--- src/rtl/fetch_module.sv ---
// Instruction-fetch stage: owns the fetch PC, issues in-order imem reads under a
// credit limit, and buffers returned words for decode, with taken-branch redirect.
module fetch_module #(
  parameter int          DEPTH    = 2,
  parameter logic [15:0] RESET_PC = 16'h0000
) (
  input  logic        clock,
  input  logic        resetn,
  input  logic [17:0] brbus,
  output logic [15:0] inst,
  output logic [15:0] inst_pc,
  output logic        imem_req,
  output logic [15:0] imem_addr,
  input  logic        imem_gnt,
  input  logic        imem_rvalid,
  input  logic [15:0] imem_rdata
);

  localparam int CW = $clog2(DEPTH + 1);
  localparam int PW = (DEPTH > 1) ? $clog2(DEPTH) : 1;
  localparam logic [CW:0] DEPTH_W = (CW + 1)'(DEPTH);

  logic [15:0]   fetch_pc;
  logic [15:0]   resp_pc;
  logic [15:0]   buf_pc   [DEPTH];
  logic [15:0]   buf_word [DEPTH];
  logic [PW-1:0] rd_ptr;
  logic [PW-1:0] wr_ptr;
  logic [CW-1:0] count;
  logic [CW-1:0] outst;
  logic [CW-1:0] drop;
  logic [CW-1:0] count_nxt;
  logic [CW-1:0] outst_nxt;
  logic [15:0]   target;
  logic          pop;
  logic          flush;
  logic          acc;
  logic          push;

  function automatic logic [PW-1:0] ptr_inc(input logic [PW-1:0] p);
    if (p == PW'(DEPTH - 1)) return '0;
    else                     return p + PW'(1);
  endfunction

  assign pop       = (count != '0) & brbus[17];
  assign flush     = pop & brbus[16];
  assign acc       = imem_req & imem_gnt;
  assign push      = imem_rvalid & (drop == '0) & ~flush;
  assign target    = buf_pc[rd_ptr] + 16'd1 + brbus[15:0];
  assign imem_addr = fetch_pc;

  // Credit counts buffered plus in-flight words so every response has a slot.
  assign imem_req = resetn & (({1'b0, count} + {1'b0, outst}) < DEPTH_W) & ~flush;

  assign inst    = (count != '0) ? buf_word[rd_ptr] : 16'h0000;
  assign inst_pc = (count != '0) ? buf_pc[rd_ptr]   : 16'h0000;

  always_comb begin
    outst_nxt = outst + CW'(acc) - CW'(imem_rvalid);
    count_nxt = count + CW'(push) - CW'(pop);
  end

  always_ff @(posedge clock or negedge resetn) begin
    if (!resetn) begin
      fetch_pc <= RESET_PC;
      resp_pc  <= RESET_PC;
      rd_ptr   <= '0;
      wr_ptr   <= '0;
      count    <= '0;
      outst    <= '0;
      drop     <= '0;
    end else begin
      outst <= outst_nxt;
      if (flush) begin
        // Everything still in flight after this edge belongs to the old path.
        fetch_pc <= target;
        resp_pc  <= target;
        rd_ptr   <= '0;
        wr_ptr   <= '0;
        count    <= '0;
        drop     <= outst_nxt;
      end else begin
        if (acc) fetch_pc <= fetch_pc + 16'd1;
        if (imem_rvalid && (drop != '0)) drop <= drop - CW'(1);
        if (push) begin
          wr_ptr  <= ptr_inc(wr_ptr);
          resp_pc <= resp_pc + 16'd1;
        end
        if (pop) rd_ptr <= ptr_inc(rd_ptr);
        count <= count_nxt;
      end
    end
  end

  always_ff @(posedge clock) begin
    if (push) begin
      buf_pc[wr_ptr]   <= resp_pc;
      buf_word[wr_ptr] <= imem_rdata;
    end
  end

endmodule

--- config.mk ---
export PLATFORM = sky130hd
export DESIGN_NAME = fetch_module
export DESIGN_NICKNAME = d
export VERILOG_FILES = /design/src/rtl/fetch_module.sv
export SDC_FILE = /design/constraint.sdc
export NUM_CORES = 1
export LEC_CHECK = 0
export BUFFER_PORTS_ARGS = -buffer_cell sky130_fd_sc_hd__buf_2
export CAP_MARGIN = 30
export CORE_MARGIN = 2
export CORE_UTILIZATION = 61
export CTS_CLUSTER_SIZE = 12
export DETAILED_ROUTE_END_ITERATION = 10
export GPL_TIMING_DRIVEN = 0
export MAX_ROUTING_LAYER = met4
export PLACE_DENSITY = 0.85
export REMOVE_ABC_BUFFERS = 1
export SYNTH_ARGS = -nofsm -noshare
export SYNTH_HDL_FRONTEND = slang
export SYNTH_SLANG_ARGS = --single-unit
export TNS_END_PERCENT = 30
--- constraint.sdc ---
create_clock -name clock -period 8.6 [get_ports clock]
set_input_delay 2.15 -clock clock [delete_from_list [all_inputs] [get_ports clock]]
set_output_delay 2.15 -clock clock [all_outputs]
set_load 0.01 [all_outputs]
==> results of run 1 <==
-- how the worst min path moves through the flow --
stage                     slack, ns                       to  cells after the start
after floorplan                0.46  buf_pc[0][15]$_DFFE_PP_                      0
after global placement         0.48  buf_pc[0][15]$_DFFE_PP_                      0
after detailed placement       0.48  buf_pc[1][15]$_DFFE_PP_                      0
after CTS                      0.50  buf_pc[0][15]$_DFFE_PP_                      0
after global routing           0.53  buf_pc[0][15]$_DFFE_PP_                      0
final                          0.51  buf_pc[1][15]$_DFFE_PP_                      0
-- kinds of logic (layout without fill, tap and decap cells) --
family / count (synthesis) / in the layout / share of synthesized area
flops: 104 / 104 / 0.5406
fa+ha+maj: 24 / 24 / 0.05832
mux: 37 / 37 / 0.07220
simple gates: 159 / 159 / 0.1472
xor+xnor: 40 / 40 / 0.06480
compound gates: 79 / 79 / 0.09350
buf+inv: 28 / 115 / 0.02338
-- power breakdown --
part           total, mW  leakage (nW)  switching (mW)  internal [mW]
registers          0.857          1.03           0.165          0.692
logic              0.921          1.35           0.508          0.413
clock network      0.323         0.102           0.161          0.163
total               2.10          2.48           0.834           1.27
-- per-stage QoR --
step	instance area, um^2	power, mW	util	hold slack (ns)
finish	6160	2.101	0.7098	0.5051
global route	6160	2.241	0.7098	0.5303
CTS	6160	2.102	0.7098	0.5049
detailed placement	5948	1.772	0.6854	0.4811
global placement	5883	1.712	0.6779	0.4759
floorplan	5318	1.453	-	0.4616
-- cell usage in the layout (no fill, tap or decap), types with 3 or more instances in the layout --
cell type	instances
a211oi_1	4
a21o_1	4
a21oi_1	34
and2_1	17
and3_1	5
buf_2	86
clkbuf_8	9
dfrtp_1	39
edfxtp_1	64
ha_1	22
inv_1	10
mux2_2	16
mux2i_1	21
nand2_1	37
nand3_1	14
nand4_1	7
nor2_1	46
nor2b_1	4
nor3_1	5
nor4_1	4
o21ai_0	15
or3_1	3
xnor2_1	22
xor2_1	18
-- cell usage after synthesis, types with 3 or more instances --
master | instances | share of area
nand3_1 | 14 | 0.013
and2_1 | 17 | 0.020
xnor2_1 | 22 | 0.036
a21o_1 | 4 | 0.0056
nor4_1 | 4 | 0.0046
nor2b_1 | 4 | 0.0046
buf_2 | 8 | 0.0074
nor3_1 | 5 | 0.0046
and3_1 | 6 | 0.0069
ha_1 | 22 | 0.051
mux2_2 | 16 | 0.033
nor2_1 | 47 | 0.033
mux2i_1 | 21 | 0.039
o21ai_0 | 15 | 0.014
xor2_1 | 18 | 0.029
inv_1 | 10 | 0.0069
nand2_1 | 37 | 0.026
a21oi_1 | 34 | 0.031
edfxtp_1 | 64 | 0.36
nand4_1 | 7 | 0.0081
clkbuf_1 | 7 | 0.0049
or3_1 | 3 | 0.0035
dfrtp_1 | 40 | 0.19
a211oi_1 | 4 | 0.0056
-- final cells by class --
class	count	area, um^2
Clock buffer	10	127.6
Inverter	10	37.54
Timing Repair Buffer	89	485.5
Fill cell	591	2519
Tap cell	108	135.1
Clock inverter	6	83.83
Multi-Input combinational cell	339	2366
Sequential cell	104	2924
-- per-layer routing --
layer / share of wire / vias to the layer above
met3: 0.060 / 21
met2: 0.49 / 150
li1: - / 1865
met4: 0.016 / 0
met1: 0.43 / 1889
met5: 0 / -
-- registers in the layout (all words and copies together), names as in the netlist --
register / flops
drop: 2
wr_ptr: 1
imem_addr: 16
resp_pc: 16
buf_word: 32
buf_pc: 32
outst: 2
count: 2
rd_ptr: 1
-- worst reg2reg max path, stage by stage, from the launching register on --
cell	delay, ns
dfrtp_2	0.98
mux2_2	0.44
ha_1	0.35
a21oi_2	0.31
nand2_1	0.09
o21ai_0	0.49
nand2_1	0.20
xor2_1	0.21
mux2_2	0.28
==> impl_metrics.toml, run 1 <==
[status]
status = "finished, final reports clean"

[yosys]
ys_ff_latch = 104
ys.flop_type = "edfxtp_1"
yosysWarnings = 0
yosysUniqueCellTypes = 58
syn_area_per_cell_um2 = 11.48
synth_async_sr_flop_share = 0.3846
seq_area_frac_synth = 0.5406
synth-edff-count = 64
synth_cells = 471
syn_area_um2 = 5406

[worst_setup_path]
crit_required_ns = 6.45
crit_path_end_kind = "primary output"
path_max_fanout = 28
crit_slowest_cell = "and3_1"
worst_r2r_path_depth = 8
r2r-start = "rd_ptr$_DFFE_PN0P_"
cp.arrival_ns = 3.37
crit_chain = "buf_2 -> and3_1 -> nor4b_1 -> buf_2"
start_kind = "primary input"
crit_family = "simple AND/OR/NAND/NOR gates"
slowest_delay_ns = 0.82
startpoint = "brbus[16]"
r2r-end = "imem_addr[9]$_DFFE_PN0P_"
timing.critical_path.buf_inv = 2
crit_type = "primary input to primary output"
crit_top_cell = "buf_2"
cp-endpoint = "imem_req"
crit_cells = 4
r2r_slack_ns = 5.13

[global_routing]
grt_max_degree = 43
grt_pass1_wl_um = 18790
grt_pass1_vias = 3808
busiest_layer = "met2"
grtUsageMet1 = 0.3401
grt.overflow.total = 0
use_met3 = 0.03722
antenna_found_initial = 0
use_met2 = 0.4015
grtUsageTotal = 0.2535

[timing]
rsz0062_at_grt = "false"
slew_viol_final = 0
fin_skew_ns = 0.006548
tightest_slew_ns = 1.010
worst_slack_ns = 3.084
relSlewSlack = 0.3172
fmax_mhz = 181.3
setup_viol = 0
tns_ns = 0
hold_viol = 0
fin_crit_ns = 5.516
fin_crit_sh = 0.6414

[floorplan]
die_x_um = 98.15
num_rows = 34
die_area_um2 = 9632
num_io_pins = 87
start_util = 0.6230
die_h_um = 98.15
core-area_um2 = 8678

[clocking]
cts_tree = "yes"
clk_pin_slew_ns = 0.09
cts-root-buf = "clkbuf_8"
cts_hold_buf = 0
cts_buffer_depth = 2
cts.repair.resized = 0
numCtsBuffers = 9
clk_latency_ns = 0.36
post-cts-setup-buffers = 0
cts_max_level = 3
clock-sinks = 104

[placement]
place_ws_ns = 3.040
gp_congestion = 0.9382
hpwl_um = 8205
dp.cells = 650
io_buffer_count = 86

[route]
via_count = 3925
routed_wl_um = 11510
viasPerCell = 5.893
ant_nets = 0
drtIter0Drc = 281
drc = 0
wire_per_inst_um = 17.28
dr.pass1.iters = 5

[worst_hold_path]
min-delay-start = "resp_pc[15]$_DFFE_PN0P_"
hp-class = "flip-flop to flip-flop"

[job]
drv_cap = 0

[final_layout]
area_growth_pct = 13.93
diodes = 0
layout.nets = 615
drive_gt1_frac = 0.2348
fin_cells = 666

[pwr]
vdd_drop_max_v = 0.0001778
power_density_nw_per_um2 = 341.1
p_leak_nw = 2.482
Power figures use the tool's default switching activity.
==> inputs of run 2 (changes only) <==
- CORE_UTILIZATION: 61 -> 57
- PLACE_DENSITY: 0.85 -> 0.8
- clock period: 8.6 -> 5.5 ns (I/O delays scaled with it)
==> run 2 against run 1 <==
- power up 53%
- global-route usage shrank 2.0 points
- register-to-register slack lost 3.1 ns
- flip-flop and latch count unchanged
- routed wire length down 2.0%
- critical path type is now primary input to flip-flop
- largest cell class unchanged
- highest routed layer unchanged
==> impl_metrics.toml, run 2 (synthesis results as in run 1) <==
[worst_hold_path]
hold_depth = 0
hp-class = "flip-flop to flip-flop"
hold_end = "buf_pc[1][15]$_DFFE_PP_"
min-delay-start = "resp_pc[15]$_DFFE_PN0P_"

[route]
wire_per_inst_um = 16.39
drc = 0
routed_wl_um = 11280
drtIter0Drc = 186
via_count = 3840
viasPerCell = 5.581
ant_nets = 0
dr.pass1.iters = 4

[clocking]
clock-sinks = 104
post-cts-setup-buffers = 0
numCtsBuffers = 9
cts_max_level = 3
cts-root-buf = "clkbuf_8"
clk_pin_slew_ns = 0.10
cts_tree = "yes"
cts_hold_buf = 0
cts_buffer_depth = 2
clk_latency_ns = 0.36
cts.repair.resized = 0

[timing]
relSlewSlack = 0.2981
fin_crit_ns = 4.028
tightest_slew_ns = 1.039
setup_viol = 0
fmax_mhz = 248.2
fin_skew_ns = 0.01490
worst_slack_ns = 1.472
hold_viol = 0
slew_viol_final = 0
rsz0062_at_grt = "false"
fin_crit_sh = 0.7324

[placement]
place_ws_ns = 1.035
io_buffer_count = 86
hpwl_um = 8204
dp.cells = 671
gp_congestion = 0.9586

[pwr]
power_mw = 3.216
p_leak_nw = 2.484
vdd_drop_max_v = 0.0002525
p_sw_frac = 0.4022
power.switching_mw = 1.293
internal-power_mw = 1.922
comb_power_share = 0.447
seq_power_share = 0.415
power_density_nw_per_um2 = 520.0
clockPowerShare = 0.138

[worst_setup_path]
slowest_delay_ns = 0.98
crit_required_ns = 5.73
r2r-end = "imem_addr[11]$_DFFE_PN0P_"
cp.arrival_ns = 4.26
crit_slowest_cell = "nor4bb_1"
r2r-start = "rd_ptr$_DFFE_PN0P_"
crit_family = "simple AND/OR/NAND/NOR gates"
r2r_slack_ns = 2.03
path_max_fanout = 42
crit_type = "primary input to flip-flop"
start_kind = "primary input"
crit_cells = 6
crit_chain = "buf_2 -> nor4bb_1 -> and3_1 -> nand4_2 -> xor2_1 -> a2111oi_2"
crit_path_end_kind = "flip-flop"
timing.critical_path.buf_inv = 1
worst_r2r_path_depth = 8

[final_layout]
most-common-layout-cells = "buf_2 (86), edfxtp_1 (64), nor2_1 (46)"
layout.nets = 616
fin_cells = 688
diodes = 0
nFillCells = 677
final_common_cell = "buf_2"
largest_registers = "buf_pc x32, buf_word x32"
area_growth_pct = 14.39
utilization = 0.6693
drive_gt1_frac = 0.2397

[floorplan]
die_area_um2 = 10280
die_h_um = 101.4
start_util = 0.5851
die_x_um = 101.4
num_rows = 35
num_io_pins = 87
core-area_um2 = 9240

[global_routing]
grt_pass1_vias = 3724
grt_pass1_wl_um = 17960
grtUsageTotal = 0.2332
grt_max_degree = 43
grt.overflow.total = 0
antenna_found_initial = 0

[status]
status = "finished, final reports clean"

[job]
drv_cap = 0
==> run 2: power by group through the flow <==
| stage | combinational [mW] | clock [mW] | sequential [mW] |
|---|---|---|---|
| after floorplan | 0.967 | 0 | 1.31 |
| after global placement | 1.35 | 0 | 1.33 |
| after detailed placement | 1.42 | 0 | 1.35 |
| after CTS | 1.44 | 0.450 | 1.33 |
| after global routing | 1.60 | 0.477 | 1.37 |
| final | 1.44 | 0.444 | 1.33 |
==> run 2: cell type report <==
type	count	area (um^2)	share of cell area
Inverter	10	37.54	0.006069
Timing Repair Buffer	90	510.5	0.08254
Clock inverter	4	30.03	0.004855
Clock buffer	12	155.1	0.02509
Tap cell	129	161.4	0.02610
Multi-Input combinational cell	339	2366	0.3826
Sequential cell	104	2924	0.4728
==> run 2: worst max path at each step <==
stage	start	endpoint	slack, ns
after floorplan	brbus[17]	buf_pc[0][0]$_DFFE_PP_	1.27
final	resetn	imem_addr[8]$_DFFE_PN0P_	1.47
after global routing	resetn	drop[1]$_DFFE_PN0P_	1.19
after detailed placement	resetn	drop[1]$_DFFE_PN0P_	1.04
after CTS	resetn	drop[1]$_DFFE_PN0P_	1.42
after global placement	brbus[17]	buf_pc[0][12]$_DFFE_PP_	-0.07
==> run 2: per-stage QoR <==
stage	setup TNS, ns	area [um^2]	hold slack, ns
after floorplan	0	5318	0.4616
after global placement	-2.130	5909	0.4764
after detailed placement	0	5974	0.4849
after CTS	0	6160	0.5085
after global routing	0	6185	0.5251
final	0	6185	0.5103
==> run 2: routing by layer <==
layer  vias up  share of wire  GRT usage
met5         -              0          -
li1       1872              -          -
met4         0          0.022    0.09044
met3        21          0.056    0.02968
met1      1827           0.45     0.3152
met2       120           0.48     0.3627
